<file path="config.mk">
export PLATFORM = sky130hd
export DESIGN_NAME = shift_pattern_ctrl
export DESIGN_NICKNAME = d
export VERILOG_FILES = /design/src/rtl/shift_pattern_ctrl.sv
export SDC_FILE = /design/constraint.sdc
export NUM_CORES = 1
export LEC_CHECK = 0
export ABC_AREA = 0
export CAP_MARGIN = 40
export CORE_MARGIN = 2
export CORE_UTILIZATION = 25
export DETAILED_ROUTE_END_ITERATION = 7
export PLACE_DENSITY_LB_ADDON = 0.05
export REMOVE_ABC_BUFFERS = 1
export SETUP_SLACK_MARGIN = 0.02
export SLEW_MARGIN = 0
export SYNTH_ARGS = -nofsm -noshare
export SYNTH_HDL_FRONTEND = slang
export SYNTH_SLANG_ARGS = --single-unit
</file>
<file path="constraint.sdc">
create_clock -name clk -period 6.35 [get_ports clk]
set_input_delay 1.905 -clock clk [delete_from_list [all_inputs] [get_ports clk]]
set_output_delay 1.905 -clock clk [all_outputs]
set_load 0.1 [all_outputs]
</file>
<file path="src/rtl/shift_pattern_ctrl.sv">
`default_nettype none
// ============================================================================
//  Module   : shift_pattern_ctrl
//  Brief    : Controller/sequencer for an 8-bit LED shift-pattern datapath.
//             Single clock domain; a prescaler produces a one-cycle step
//             enable. Runs Johnson / ring / reverse Johnson / ping-pong for
//             a latched step count (0 = run until stop).
//             Optional macro SHIFT_CTRL_PAUSE_EN adds a `pause` input and a
//             PAUSE state that freezes prescaler and pattern.
//  Revision : 1.0  initial release
// ============================================================================
module shift_pattern_ctrl #(
    parameter int WIDTH   = 8,
    parameter int DIV_W   = 24,
    parameter int DIV_MAX = 12500000
) (
    input  logic             clk,
    input  logic             clr,
    input  logic             start,
    input  logic             stop,
    input  logic [1:0]       mode,
    input  logic [7:0]       steps,
`ifdef SHIFT_CTRL_PAUSE_EN
    input  logic             pause,
`endif
    output logic [WIDTH-1:0] SO,
    output logic             busy,
    output logic             done,
    output logic             step_tk
);

    localparam logic [DIV_W-1:0] c_div_last = DIV_W'(DIV_MAX - 1);
    localparam logic [DIV_W-1:0] c_div_one  = DIV_W'(1);
    localparam logic [WIDTH-1:0] c_seed_one = WIDTH'(1);

    typedef enum logic [2:0] {
        ST_IDLE  = 3'd0,
        ST_LOAD  = 3'd1,
        ST_RUN   = 3'd2,
        ST_DONE  = 3'd3
`ifdef SHIFT_CTRL_PAUSE_EN
        , ST_PAUSE = 3'd4
`endif
    } state_t;

    state_t           r_state;
    state_t           w_state_nxt;
    logic [1:0]       r_mode;
    logic [7:0]       r_remaining;
    logic [DIV_W-1:0] r_presc;
    logic [DIV_W-1:0] w_presc_nxt;
    logic             r_dir_left;
    logic             w_dir_nxt;
    logic [WIDTH-1:0] r_so;
    logic [WIDTH-1:0] w_so_adv;
    logic             r_busy;
    logic             r_done;
    logic             r_step_tk;
    logic             w_step;

    assign SO      = r_so;
    assign busy    = r_busy;
    assign done    = r_done;
    assign step_tk = r_step_tk;

    // A step happens in the RUN cycle where the prescaler sits at its last count.
    assign w_step = (r_state == ST_RUN) && (r_presc == c_div_last);

    // Next-state and next-prescaler decode; outputs are registered from these.
    always_comb begin
        w_state_nxt = r_state;
        w_presc_nxt = r_presc;
        case (r_state)
            ST_IDLE: begin
                if (start && !stop) begin
                    w_state_nxt = ST_LOAD;
                end
            end
            ST_LOAD: begin
                w_presc_nxt = '0;
                w_state_nxt = ST_RUN;
            end
            ST_RUN: begin
                w_presc_nxt = w_step ? '0 : (r_presc + c_div_one);
                if (stop) begin
                    w_state_nxt = ST_IDLE;
                end else if (w_step && (r_remaining == 8'd1)) begin
                    w_state_nxt = ST_DONE;
                end
`ifdef SHIFT_CTRL_PAUSE_EN
                else if (pause) begin
                    w_state_nxt = ST_PAUSE;
                end
`endif
            end
`ifdef SHIFT_CTRL_PAUSE_EN
            ST_PAUSE: begin
                if (stop) begin
                    w_state_nxt = ST_IDLE;
                end else if (!pause) begin
                    w_state_nxt = ST_RUN;
                end
            end
`endif
            ST_DONE: begin
                w_state_nxt = ST_IDLE;
            end
            default: begin
                w_state_nxt = ST_IDLE;
            end
        endcase
    end

    // Pattern advance: next value and ping-pong direction for the latched mode.
    always_comb begin
        w_so_adv  = r_so;
        w_dir_nxt = r_dir_left;
        case (r_mode)
            2'b00: w_so_adv = {r_so[WIDTH-2:0], ~r_so[WIDTH-1]};
            2'b01: w_so_adv = {r_so[WIDTH-2:0], r_so[WIDTH-1]};
            2'b10: w_so_adv = {~r_so[0], r_so[WIDTH-1:1]};
            default: begin
                if (r_dir_left) begin
                    w_so_adv = {r_so[WIDTH-2:0], 1'b0};
                    // Bit about to land on the MSB: bounce back next time.
                    if (r_so[WIDTH-2]) begin
                        w_dir_nxt = 1'b0;
                    end
                end else begin
                    w_so_adv = {1'b0, r_so[WIDTH-1:1]};
                    if (r_so[1]) begin
                        w_dir_nxt = 1'b1;
                    end
                end
            end
        endcase
    end

    // Controller state, datapath registers and registered status outputs.
    // step_tk is looked ahead from the next state/prescaler so that it is
    // high exactly in the cycle whose closing edge advances the pattern.
    always_ff @(posedge clk) begin
        if (clr) begin
            r_state     <= ST_IDLE;
            r_mode      <= 2'b00;
            r_remaining <= 8'd0;
            r_presc     <= '0;
            r_dir_left  <= 1'b1;
            r_so        <= '0;
            r_busy      <= 1'b0;
            r_done      <= 1'b0;
            r_step_tk   <= 1'b0;
        end else begin
            r_state   <= w_state_nxt;
            r_presc   <= w_presc_nxt;
            r_busy    <= (w_state_nxt == ST_LOAD) || (w_state_nxt == ST_RUN)
`ifdef SHIFT_CTRL_PAUSE_EN
                         || (w_state_nxt == ST_PAUSE)
`endif
                         ;
            r_done    <= (w_state_nxt == ST_DONE);
            r_step_tk <= (w_state_nxt == ST_RUN) && (w_presc_nxt == c_div_last);

            case (r_state)
                ST_IDLE: begin
                    if (w_state_nxt == ST_LOAD) begin
                        r_mode      <= mode;
                        r_remaining <= steps;
                    end
                end
                ST_LOAD: begin
                    r_so       <= r_mode[0] ? c_seed_one : '0;
                    r_dir_left <= 1'b1;
                end
                ST_RUN: begin
                    if (w_step) begin
                        r_so       <= w_so_adv;
                        r_dir_left <= w_dir_nxt;
                        if (r_remaining != 8'd0) begin
                            r_remaining <= r_remaining - 8'd1;
                        end
                    end
                end
                default: begin
                end
            endcase
        end
    end

endmodule
`default_nettype wire

</file>
### Word-level counts from Yosys, hierarchy flattened

Cells that the tools add are included.

* register bits: 49
* input bits: 14

* equal/unequal tests: 14
* add/subtract/negate cells: 2
* mux-type cells: 21
* reduce and logical (&&, ||, !) cells: 16
* bitwise gates (word level): 2

Operators by type and width (count)
* 24-bit == test (second input constant): 2
* 24-bit one-hot mux with 2 select lines: 1
* 8-bit two-way mux: 5
* 8-bit one-hot mux with 2 select lines: 2
* 24-bit by 1-bit adder with 24-bit output (second input constant): 1
* 24-bit two-way mux: 1
* 8-bit one-hot mux with 3 select lines: 1
* 3-bit by 2-bit == test with 1-bit output (second input constant): 3
* 3-bit two-way mux: 3
* 3-bit one-hot mux with 3 select lines: 1
* 8-bit by 1-bit == test with 1-bit output (second input constant): 1
* 8-bit nonzero test: 1
* 8-bit by 1-bit subtractor with 8-bit output (second input constant): 1
* 3-bit by 1-bit == test with 1-bit output (second input constant): 2
* 1-bit two-way mux: 6
* 2-bit != test (second input constant): 3
* 1-bit logical AND: 4
* 2-bit AND reduction: 2
* 4-bit AND reduction: 1
* 2-bit nonzero test: 2
* 3-bit zero test: 1
* 3-bit AND reduction: 1
* 3-bit OR reduction: 1
* 2-bit by 1-bit == test with 1-bit output (second input constant): 1
* other kinds (7): 8

### Depth between registers and ports, before layout

* word-level depth: 9
* gate-level depth with buffers: 8
* gate-level depth less buffers: 7

### Worst setup path after synthesis

No wires, ideal clock.

* kind: input port to flip-flop
* start point: in stop
* end point: reg r_remaining[7]
* data arrival time: 3.341 ns
* setup slack: 2.930 ns
* library setup time: 0.079 ns
* buffers on the path: 1
* stages: 6
* required time: 6.271 ns
* path through: nand2b_1 nor4_1 a2bb2oi_2 buf_6 a21oi_2 a211oi_2

* longest elaborated chain between the ends: 7
* elaborated cells between the ends (all ways): 8
* those cells by class: eq/ne (2); mux (3); reduce/logical (3)

RTL lines
* start, declared: RTL line 20 `input logic stop,`
* 1-bit zero test: RTL line 75 `if (start && !stop) begin`
* 1-bit logical AND: RTL line 75
* 3-bit two-way mux: RTL line 75
* 3-bit one-hot mux with 3 select lines *: RTL line 73 `case (r_state)`
* 3-bit by 1-bit == test with 1-bit output *: RTL line 166 `if (w_state_nxt == ST_LOAD) begin`
* 2-bit != test (no line) *
* 4-bit AND reduction (no line) *
* end signal, assigned: RTL line 168 `r_remaining <= steps;`
* end signal, assigned: RTL line 180 `r_remaining <= r_remaining - 8'd1;`
* end, declared: RTL line 49 `logic [7:0] r_remaining;`

Every way passes the cells marked *; elsewhere a longest branch is shown, timed or not.
A chain may end at the register's enable or synchronous reset.

### Final worst setup path

* start point: in stop
* end point: reg r_step_tk (netlist: step_tk)

* longest elaborated chain between the ends: 6
* elaborated cells between the ends (all ways): 7
* those cells by class: eq/ne (1); mux (3); reduce/logical (3)

RTL lines
* 1-bit zero test: RTL line 75
* 1-bit logical AND: RTL line 75
* 3-bit two-way mux: RTL line 75
* 3-bit one-hot mux with 3 select lines *: RTL line 73
* 3-bit by 2-bit == test with 1-bit output *: RTL line 162 `r_step_tk <= (w_state_nxt == ST_RUN) && (w_presc_nxt == c_div_last);`
* 1-bit logical AND *: RTL line 162
* end signal, assigned: RTL line 162
* end, declared: RTL line 58 `logic r_step_tk;`

Marks and branches as above.

==> metrics <==
status=finished clean; drt first pass iters=4; top-count cell post-synth=dfxtp_1; Initial Utilization=approximately a quarter; Worst EP required=6560 ps; synth top area cells=dfxtp_1 (34%), a21oi_1 (6.3%), nor2_1 (4.8%); Worst VDD drop=between 0.09 and 0.1 mV; core outline area=between 10000 and 15000 um2; largest net degree at the start of global routing=35; Worst Hold End=SO[2]$_SDFFE_PP0P_; Post-Syn Area per Cell=8.12 um2; # IOs=25; Post-Syn Area=2870 um2; clock buffer depth=2; initial antenna violation count=0; CTS tree=yes; Final HPWL DP=a little over 6000 um; Slew headroom=around 48%; Mapped Cells=approximately 350; Synth cell types=73; vias in the first global route=2556; antenna-violating nets left=0; crit share post-route=about three fifths; Synth top area share=about a third; Antenna Cells=0; R2R Path Start=r_presc[5]$_SDFF_PP0_; layout cells sized above 1=between 10 and 15%; DR WL/cell=~16 um; IO buf count=24; Post-synth ARST share=0%; worst hold path cell count=2; Starting DRT DRC Count=97; total congestion overflow=0; Die ar.=~12000 um2; Worst Hold Class=reg -> reg; final setup fails=0; crit path capture type=flop; Post-CTS Setup Inserts=0; most area-hungry cell type in the Yosys netlist=dfxtp_1; number of synthesized flops with an enable pin=0; All-Layer GR Usage=roughly 14%; Synth Flop Type=dfxtp_1; Static Leak=0.00114 uW; routability-driven placement congestion ratio=~0.76; vias=between 2000 and 3000; Final min period=about 3700 ps; Nets=400; critical path class=in -> reg; HP Start=SO[2]$_SDFFE_PP0P_; Clock Latency Late Sink=~300 ps; TNS Setup=0 ps; final WL=~8500 um; worst hold slack=about 490 ps; startpoint types=primary input; r2r setup slk=about 3400 ps; reg2reg path depth=6; CP max FO=3; crit path DAT=between 3000 and 4000 ps; first-pass GRT wire length=13600 um; # clock sinks=approximately 50; RSZ-0062 raised after global routing=false; register area share after synthesis=approximately 34%; clock transition at the registers of the reported paths=~70 ps; pwr dens=between 150 and 200 nW/um2; drt via density=around 5.2; slew of the pin with the lowest slew margin=just under 800 ps; Post-route DRC=0; Die X=roughly 110 um; H-tree Lvls=2; Pins Over Slew Limit=0; YS warnings=0; Max Freq=approximately 270 MHz; Root Buffer=clkbuf_16; #FFs+latches synth=49; row count=39; FF-to-FF End=r_presc[23]$_SDFF_PP0_; Hold Buf Count CTS=0; number of max-cap violations=0; top cells by count, synth=dfxtp_1 (49), nor2_1 (37), a21oi_1 (36); Clock Skew=about 7.5 ps; post-cts sizing count=0; area grow syn2layout=22.9%; CTS buffer count=5; FILL cells=roughly 1200; Chip Height=approximately 110 um; endpoints failing hold=0
==> layout by cell type, fill, tap and decap left out, types with 3 or more instances in the layout <==
cell	count
a211oi_1	4
a21oi_1	36
a221oi_1	3
a31oi_1	4
and3_1	6
and3_2	3
buf_4	4
buf_8	11
clkbuf_1	3
clkbuf_16	5
clkdlybuf4s50_1	24
dfxtp_1	49
ha_1	4
inv_1	8
mux2_2	6
nand2_1	29
nand2b_1	6
nand3_1	20
nand4_1	9
nor2_1	37
nor3_1	9
nor4_1	5
o21ai_0	14
o31ai_1	8
or3_1	5
or4_1	5
xnor2_1	3
xor2_1	6
==> metal layers <==
metal | up-vias | global-route usage, % | part of all wire, %
met2 | 59 | 24.7 | 49
met3 | 9 | 2.68 | 3.6
met5 | - | 0 | 0
li1 | 1370 | - | -
met1 | 1320 | 17.1 | 46
met4 | 0 | 4.44 | 1.5
==> critical path, cell delays in order <==
cell and delay (ps):
clkdlybuf4s50_1 430, or3b_2 490, a211oi_1 420, o2111ai_1 170
a21oi_1 150, nand4b_1 120, nor4_2 270
==> through the flow <==
stage,setup slack (ps),power [uW],utilization [%],cell area [um2],cells
floorplan,2690,344,-,2780,336
global placement,2360,366,28.5,3230,507
detailed placement,2290,367,30.0,3390,518
CTS,2600,644,31.2,3530,526
global route,2450,658,31.2,3530,526
finish,2610,631,31.2,3530,526
==> worst max-delay path by stage <==
| stage | start | endpoint | slack [ps] | cells after the start |
|---|---|---|---|---|
| 2_1_floorplan | stop | r_remaining[0]$_SDFFE_PP0P_ | 2690 | 5 |
| 3_3_place_gp | stop | r_remaining[0]$_SDFFE_PP0P_ | 2360 | 7 |
| 4_1_cts | stop | step_tk$_SDFF_PP0_ | 2600 | 7 |
| 3_5_place_dp | stop | step_tk$_SDFF_PP0_ | 2290 | 7 |
| 5_1_grt | stop | step_tk$_SDFF_PP0_ | 2450 | 7 |
| 6_report | stop | step_tk$_SDFF_PP0_ | 2610 | 7 |
==> where the power goes <==
part | switching [uW] | leakage [uW] | internal, uW
Clock | 124 | 0.0000652 | 147
Combinational | 25.0 | 0.000683 | 18.9
Sequential | 4.87 | 0.000396 | 311
==> state kept, by name, indices dropped and copies added, names as in the netlist <==
| name | flops |
|---|---|
| r_presc | 24 |
| SO | 8 |
| r_remaining | 8 |
| r_state | 3 |
| r_mode | 2 |
| busy | 1 |
| done | 1 |
| r_dir_left | 1 |
| step_tk | 1 |
==> area by class of cell <==
cell class              count  area (um2)  area share, %
repair buffers             39         435           12.3
inverters                   8        30.0          0.850
well taps                 143         179           5.07
flip-flops and latches     49         981           27.8
multi-input cells         279        1770           50.1
clock buffers               8         136           3.86
==> cell families (layout without fill, tap and decap cells) <==
group	count (synthesis)	in the layout	synth area share, %
AND/OR/NAND/NOR	159	159	30.8
AO/OA/AOI/OAI	97	97	22.4
flip-flops	49	49	34.1
buffers and inverters	26	55	4.48
XOR/XNOR	10	10	3.31
multiplexers	8	8	3.05
adder cells (fa/ha/maj)	4	4	1.74
other	1	1	0.130
Power figures use the tool's default switching activity.
